$ cat config.mk
export PLATFORM = sky130hd
export DESIGN_NAME = add_sub_arbiter
export DESIGN_NICKNAME = d
export VERILOG_FILES = /design/src/rtl/add_sub_pkg.sv /design/src/rtl/add_sub.sv /design/src/rtl/add_sub_arbiter.sv
export SDC_FILE = /design/constraint.sdc
export NUM_CORES = 1
export LEC_CHECK = 0
export ABC_CLOCK_PERIOD_IN_PS = 2750
export BUFFER_PORTS_ARGS = -buffer_cell sky130_fd_sc_hd__buf_2
export CAP_MARGIN = 5
export CORE_MARGIN = 4
export CORE_UTILIZATION = 50
export CTS_BUF_LIST = sky130_fd_sc_hd__clkbuf_8 sky130_fd_sc_hd__clkbuf_16
export CTS_CLUSTER_SIZE = 12
export DETAILED_ROUTE_END_ITERATION = 12
export PLACE_DENSITY = 0.74
export SYNTH_ARGS = -nofsm -noshare
export SYNTH_HDL_FRONTEND = slang
export SYNTH_SLANG_ARGS = --single-unit
export TNS_END_PERCENT = 10
$ cat constraint.sdc
create_clock -name clk -period 2.75 [get_ports clk]
set_clock_uncertainty 0.15 [all_clocks]
set_input_delay 0.55 -clock clk [delete_from_list [all_inputs] [get_ports clk]]
set_output_delay 0.55 -clock clk [all_outputs]
set_load 0.005 [all_outputs]
$ cat src/rtl/add_sub_pkg.sv
// Shared types and constants for the add_sub datapath and its two-port arbiter.
package add_sub_pkg;

   localparam int unsigned OP_W  = 3;
   localparam int unsigned RES_W = 5;

   localparam logic PORT0 = 1'b0;
   localparam logic PORT1 = 1'b1;

   typedef enum logic [1:0] {
      IDLE = 2'd0,
      EXEC = 2'd1,
      RESP = 2'd2
   } state_t;

endpackage

$ cat src/rtl/add_sub.sv
// Combinational sign-magnitude adder/subtractor: c = a + b (s=0) or a - b (s=1).
module add_sub
   import add_sub_pkg::*;
(
   input  logic [OP_W-1:0]  a,
   input  logic [OP_W-1:0]  b,
   input  logic             s,
   output logic [RES_W-1:0] c
);

   logic       sb;
   logic [1:0] ma;
   logic [1:0] mb;

   always_comb begin
      sb = b[2] ^ s;
      ma = a[1:0];
      mb = b[1:0];
      // Equal signs add magnitudes; otherwise the larger magnitude sets the sign.
      if (a[2] == sb) begin
         c = {a[2], {2'b00, ma} + {2'b00, mb}};
      end else if (ma >= mb) begin
         c = {a[2], 2'b00, ma - mb};
      end else begin
         c = {sb, 2'b00, mb - ma};
      end
   end

endmodule

$ cat src/rtl/add_sub_arbiter.sv
// Shares one add_sub datapath between two valid/ready requesters and returns an id-tagged,
// registered result; counts completed response handshakes.
module add_sub_arbiter
   import add_sub_pkg::*;
#(
   parameter bit          ROUND_ROBIN = 1'b1,
   parameter int unsigned CNT_W       = 8
) (
   input  logic             clk,
   input  logic             rst,
   input  logic             req0_valid,
   output logic             req0_ready,
   input  logic [OP_W-1:0]  req0_a,
   input  logic [OP_W-1:0]  req0_b,
   input  logic             req0_s,
   input  logic             req1_valid,
   output logic             req1_ready,
   input  logic [OP_W-1:0]  req1_a,
   input  logic [OP_W-1:0]  req1_b,
   input  logic             req1_s,
   output logic             rsp_valid,
   input  logic             rsp_ready,
   output logic [RES_W-1:0] rsp_c,
   output logic             rsp_id,
   output logic             rsp_zero,
   output logic             busy,
   output logic [CNT_W-1:0] op_count
);

   state_t            state_q, state_d;
   logic              last_grant_q;
   logic [OP_W-1:0]   op_a_q, op_b_q;
   logic              op_s_q, op_id_q;
   logic              grant, accept;
   logic [RES_W-1:0]  c;

   add_sub u_add_sub (
      .a (op_a_q),
      .b (op_b_q),
      .s (op_s_q),
      .c (c)
   );

   always_comb begin
      state_d    = state_q;
      req0_ready = 1'b0;
      req1_ready = 1'b0;
      accept     = 1'b0;
      grant      = PORT0;
      if (req0_valid && req1_valid) begin
         if (ROUND_ROBIN) grant = ~last_grant_q;
      end else if (req1_valid) begin
         grant = PORT1;
      end
      unique case (state_q)
         IDLE: begin
            // Ready is gated by rst so nothing is offered while reset is held.
            if (!rst && (req0_valid || req1_valid)) begin
               accept     = 1'b1;
               req0_ready = (grant == PORT0);
               req1_ready = (grant == PORT1);
               state_d    = EXEC;
            end
         end
         EXEC:    state_d = RESP;
         RESP:    if (rsp_ready) state_d = IDLE;
         default: state_d = IDLE;
      endcase
   end

   always_ff @(posedge clk or posedge rst) begin
      if (rst) begin
         state_q      <= IDLE;
         last_grant_q <= PORT1;
         op_a_q       <= '0;
         op_b_q       <= '0;
         op_s_q       <= 1'b0;
         op_id_q      <= PORT0;
         rsp_valid    <= 1'b0;
         rsp_c        <= '0;
         rsp_id       <= PORT0;
         rsp_zero     <= 1'b0;
         op_count     <= '0;
      end else begin
         state_q <= state_d;
         if (accept) begin
            op_a_q       <= grant ? req1_a : req0_a;
            op_b_q       <= grant ? req1_b : req0_b;
            op_s_q       <= grant ? req1_s : req0_s;
            op_id_q      <= grant;
            last_grant_q <= grant;
         end
         if (state_q == EXEC) begin
            rsp_valid <= 1'b1;
            rsp_id    <= op_id_q;
            rsp_zero  <= (c[3:0] == 4'd0);
            // A zero magnitude is always reported as +0.
            rsp_c     <= (c[3:0] == 4'd0) ? '0 : c;
         end
         if (state_q == RESP && rsp_ready) begin
            rsp_valid <= 1'b0;
            op_count  <= op_count + 1'b1;
         end
      end
   end

   assign busy = (state_q != IDLE);

endmodule

* Yosys cells after proc, flatten, opt, wreduce, memory -nomap -nowiden
Index checks and enable logic that the tools add are counted.
Cells by class: add/subtract/negate cells 4, order comparisons 1, equality and inequality tests 5, multiplexer cells 19, bitwise operators 3, reductions and logical operators 10
Operator list (count):
- 5-bit 2-to-1 mux | 3
- 1-bit 2-to-1 mux | 11
- 8-bit by 1-bit adder with 8-bit output, second input constant | 1
- 3-bit 2-to-1 mux | 2
- 2-bit case mux with 3 select lines | 1
- 4-bit zero test | 1
- 2-bit 2-to-1 mux | 2
- 2-bit inequality test, second input constant | 2
- 2-bit nonzero test | 2
- 2-bit subtractor | 2
- 2-bit by 2-bit adder with 3-bit output | 1
- 1-bit logical AND | 3
- 2-bit by 1-bit equality test with 1-bit output, second input constant | 1
- 2-bit equality test, second input constant | 1
- 2-bit greater-or-equal comparator | 1
- 2-bit zero test | 1
- 1-bit inverter | 2
- 2-bit AND reduction | 1
- 1-bit equality test | 1
- 1-bit zero test | 1
- 1-bit logical OR | 1
- 1-bit XOR | 1
Word-level totals: register bits 27, input bits 19, output and inout bits 19, logic and storage cells 53

* Logic depth before layout (Yosys ltp)
word-level depth 5, depth in mapped cells 9, depth with buffers taken out 9

* Modules after synthesis
From an unflattened synthesis, not the netlist that was laid out.
Second synthesis, totals: cell total of the unflattened synthesis 122, area total of the unflattened synthesis 1401.3 sq um
By module, submodules not included:
- add_sub_arbiter | times used 1, cells an instance 95, area each 1183.6 sq um, seq. area each 676.9 sq um
- add_sub | times used 1, cells an instance 27, area each 217.7 sq um, seq. area each 0.0 sq um

* Worst setup path after synthesis
No wires, ideal clock.
path type register to register, start reg op_a_q[0], end reg rsp_c[4], library setup time 121 ps, arrival time 1667 ps, required time 2479 ps, setup slack 812 ps, cell stages (with the launch flop) 10, path buffers 0, clock period less this slack 1938 ps, cells stage by stage dfrtp_1 -> inv_1 -> ha_1 -> inv_1 -> fa_1 -> nor2b_1 -> o21ai_0 -> a21oi_1 -> o21ai_1 -> a22o_1
Between the ends: cells in the longest elaborated chain, start to end 5, elaborated cells on any way between the ends 8, classes of those cells add/sub: 3; order compare: 1; mux: 3; reduce/logical: 1
RTL lines:
- start, declared | line add_sub_arbiter.sv:32 | logic [OP_W-1:0] op_a_q, op_b_q;
- start signal, assigned | line add_sub_arbiter.sv:87 | op_a_q <= grant ? req1_a : req0_a;
- 2-bit subtractor, or another cell as far along | line add_sub.sv:25 | c = {sb, 2'b00, mb - ma};
- 5-bit 2-to-1 mux | line add_sub.sv:22 | end else if (ma >= mb) begin
- 5-bit 2-to-1 mux (*) | line add_sub.sv:20 | if (a[2] == sb) begin
- 4-bit zero test | line add_sub_arbiter.sv:98 | rsp_c <= (c[3:0] == 4'd0) ? '0 : c;
- 5-bit 2-to-1 mux (*) | line add_sub_arbiter.sv:98
- end signal, assigned | line add_sub_arbiter.sv:98
- end, declared | line add_sub_arbiter.sv:23 | output logic [RES_W-1:0] rsp_c,
Mark *: on every way between the ends. The rest lies on a longest branch, timed or not. A chain may end at the register's enable or synchronous reset.

* Worst setup path after layout
start reg state_q[0], end out req0_ready
Between the ends: cells in the longest elaborated chain, start to end 2
RTL lines:
- start, declared | line add_sub_arbiter.sv:30 | state_t state_q, state_d;
- start signal, assigned | line add_sub_arbiter.sv:85 | state_q <= state_d;
- 2-bit zero test | line add_sub_arbiter.sv:55 | unique case (state_q)
- 1-bit 2-to-1 mux | line add_sub_arbiter.sv:55
- end, declared | line add_sub_arbiter.sv:12 | output logic req0_ready,
No other way between the ends.

==> flow_metrics.env <==
export IMPL_core_sq_um=2480
export IMPL_wl_per_cell_microns=13.0
export IMPL_tns_ns=0
export IMPL_n_antenna_cell=0
export IMPL_synth_area_per_cell_sq_um=11.0
export IMPL_cts_tree="done"
export IMPL_fin_util_pct=62.6
export IMPL_final_hold_viol_count=0
export IMPL_crit_chain="nor3_2, o21ai_2, a21oi_2, buf_2"
export IMPL_synth_seq_cells=26
export IMPL_grt_usage_pct=14.7
export IMPL_crit_fanout=11
export IMPL_grt_start_max_net_pins=27
export IMPL_drtIter0Drc=53
export IMPL_dieHeight_microns=59.0
export IMPL_r2r_cells=9
export IMPL_final_setup_viol_count=0
export IMPL_ctsHtreeMaxLevel=1
export IMPL_rsz0062_at_grt="false"
export IMPL_cp_depth=4
export IMPL_numCtsBuffers=3
export IMPL_mostFrequentLayoutCell="buf_2"
export IMPL_crit_path_max_incr_delay_ns=0.43
export IMPL_overflow=0
export IMPL_syn_num_nets=144
export IMPL_r2r_end="rsp_c[4]"
export IMPL_regArea_sq_um=652
export IMPL_clk_latency_ns=0.26
export IMPL_post_route_period_util_pct=83.9
export IMPL_post_cts_buffers=0
export IMPL_antenna_found_initial=0
export IMPL_fp_row_count=18
export IMPL_vias=968
export IMPL_mostFrequentLayoutCells="buf_2, dfrtp_1, inv_1, nand2_1, a222oi_1"
export IMPL_post_cts_resize_count=0
export IMPL_first_pass_iters=4
export IMPL_port_buffers=36
export IMPL_power_leakage_nw=0.829
export IMPL_cp_required_ns=2.05
export IMPL_cp_slowest_cell="dfrtp_1"
export IMPL_end_kind="primary output"
export IMPL_path_clk_slew_ns=0.09
export IMPL_cts_root_buffer="clkbuf_8"
export IMPL_yosysWarnings=0
export IMPL_slew_violations=0
export IMPL_start_util_pct=52.4
export IMPL_crit_end="req0_ready"
export IMPL_min_period_ns=2.31
export IMPL_io_pins=38
export IMPL_r2r_slack_ns=0.66
export IMPL_syn_to_final_growth_pct=19.4
export IMPL_nets=182
export IMPL_r2r_start="op_a_q[0]"
export IMPL_clk_path_buf_depth=2
export IMPL_wl_mm=2.40
export IMPL_syn_area_sq_um=1300
export IMPL_drv_cap=0
export IMPL_die_w_microns=59.0
export IMPL_yosysSeqAreaShare_pct=50.2
export IMPL_die_area_sq_um=3480
export IMPL_postCtsHoldBufs=0
export IMPL_crit_arrival_ns=1.61
export IMPL_routed_via_density=5.23
export IMPL_grt_pass1_wl_mm=4.00
export IMPL_synth_cell_type_count=38
export IMPL_critical_path_class="reg2out"
export IMPL_filler_cell_count=225
export IMPL_route_detailed_drc=0
export IMPL_startpoint="state_q[0]"
export IMPL_multi_input_area_sq_um=566
export IMPL_hold_class="in2async"
export IMPL_worst_setup_path_start_kind="register"
export IMPL_crit_buf_inv=1
export IMPL_max_freq_mhz=434
export IMPL_p_per_area_nw_per_um2=1020
export IMPL_place_congestion=0.726
export IMPL_cts_sinks=26
export IMPL_syn_inst=118
export IMPL_post_dp_hpwl_mm=1.89
export IMPL_antenna_left=0
export IMPL_critPathTopFamily="compound AO/OA/AOI/OAI gates"
export IMPL_drive_gt1_share_pct=36.1
export IMPL_grt_pass1_vias=937
export IMPL_outcome="complete, no violations"
export IMPL_irDropWorstVdd_v=0.000571
[sequential cells by signal, indices dropped and copies added, names as in the netlist]
name	cells
op_b_q	3
op_id_q	1
state_q	2
rsp_zero	1
rsp_id	1
op_a_q	3
op_s_q	1
rsp_valid	1
op_count	8
rsp_c	4
last_grant_q	1
[stage by stage]
stage	cells	setup slack [ns]	hold slack [ns]	cell area (sq um)	total power [W]
5_1_grt	185	0.331	0.210	1550	0.00172
3_5_place_dp	181	0.575	0.313	1500	0.00135
3_3_place_gp	181	0.609	0.306	1500	0.00130
4_1_cts	185	0.431	0.199	1550	0.00160
6_report	185	0.444	0.188	1550	0.00158
2_1_floorplan	118	0.812	0.303	1300	0.00115
[tightest hold or removal path, delay by kind of cell]
kind,cells,cell delay (ns)
buf+inv,3,0.45
[layer usage]
| metal | wire length [microns] | GRT usage, % | vias to the layer above |
|---|---|---|---|
| met4 | 28 | 5.50 | 0 |
| met3 | 158 | 4.17 | 4 |
| met5 | 0 | 0 | - |
| li1 | - | - | 471 |
| met2 | 1170 | 24.0 | 30 |
| met1 | 1050 | 18.6 | 463 |
[cell usage after synthesis (all sizes together)]
| cell | count | share of area [%] |
|---|---|---|
| o31ai | 1 | 0.58 |
| or2 | 1 | 0.48 |
| and3 | 2 | 1.4 |
| mux2 | 1 | 0.87 |
| nand3 | 3 | 1.5 |
| inv | 14 | 4.0 |
| and3b | 1 | 0.77 |
| nor3 | 3 | 1.5 |
| a211oi | 1 | 0.58 |
| conb | 1 | 0.29 |
| a22o | 1 | 0.67 |
| o21ai | 7 | 3.0 |
| nor2 | 5 | 1.6 |
| dfrtp | 25 | 48 |
| nor2b | 2 | 0.96 |
| a222oi | 7 | 5.4 |
| dfstp | 1 | 2.0 |
| buf | 4 | 2.2 |
| nand3b | 1 | 0.58 |
| xnor2 | 6 | 4.6 |
| a21oi | 5 | 2.2 |
| a21o | 2 | 1.3 |
| nand2 | 11 | 3.2 |
| ha | 5 | 4.8 |
| or2b | 2 | 1.3 |
| fa | 2 | 3.1 |
| xor2 | 4 | 2.7 |
[cells by family after synthesis]
logic type	share of synthesized area, %
other	0.289
buffers and inverters	6.26
AO/OA/AOI/OAI	13.8
AND/OR/NAND/NOR	13.4
multiplexers	0.867
XOR/XNOR	7.32
flip-flops	50.2
adder cells (fa/ha/maj)	7.90
[how the worst min path moves through the flow]
stage	start	endpoint	slack, ns
finish	rst	op_s_q	0.19
global route	rst	op_b_q[2]	0.21
CTS	rst	op_count[0]	0.20
detailed placement	op_count[7]	op_count[7]	0.31
global placement	op_count[7]	op_count[7]	0.31
floorplan	op_id_q	op_id_q	0.30
[where the power goes]
part / internal (W) / switching (W) / leakage, nW / total [W]
combinational: 0.000340 / 0.000344 / 0.472 / 0.000684
sequential: 0.000524 / 0.000130 / 0.328 / 0.000655
clock: 0.000128 / 0.000115 / 0.0288 / 0.000243
[cell type report]
cell class,count,share of cell area (%)
Tap cell,30,2.42
Clock buffer,4,3.55
Multi-Input combinational cell,74,36.5
Sequential cell,26,42.0
Timing Repair Buffer,37,12.1
Inverter,14,3.39
(Power assumes the default switching activity.)
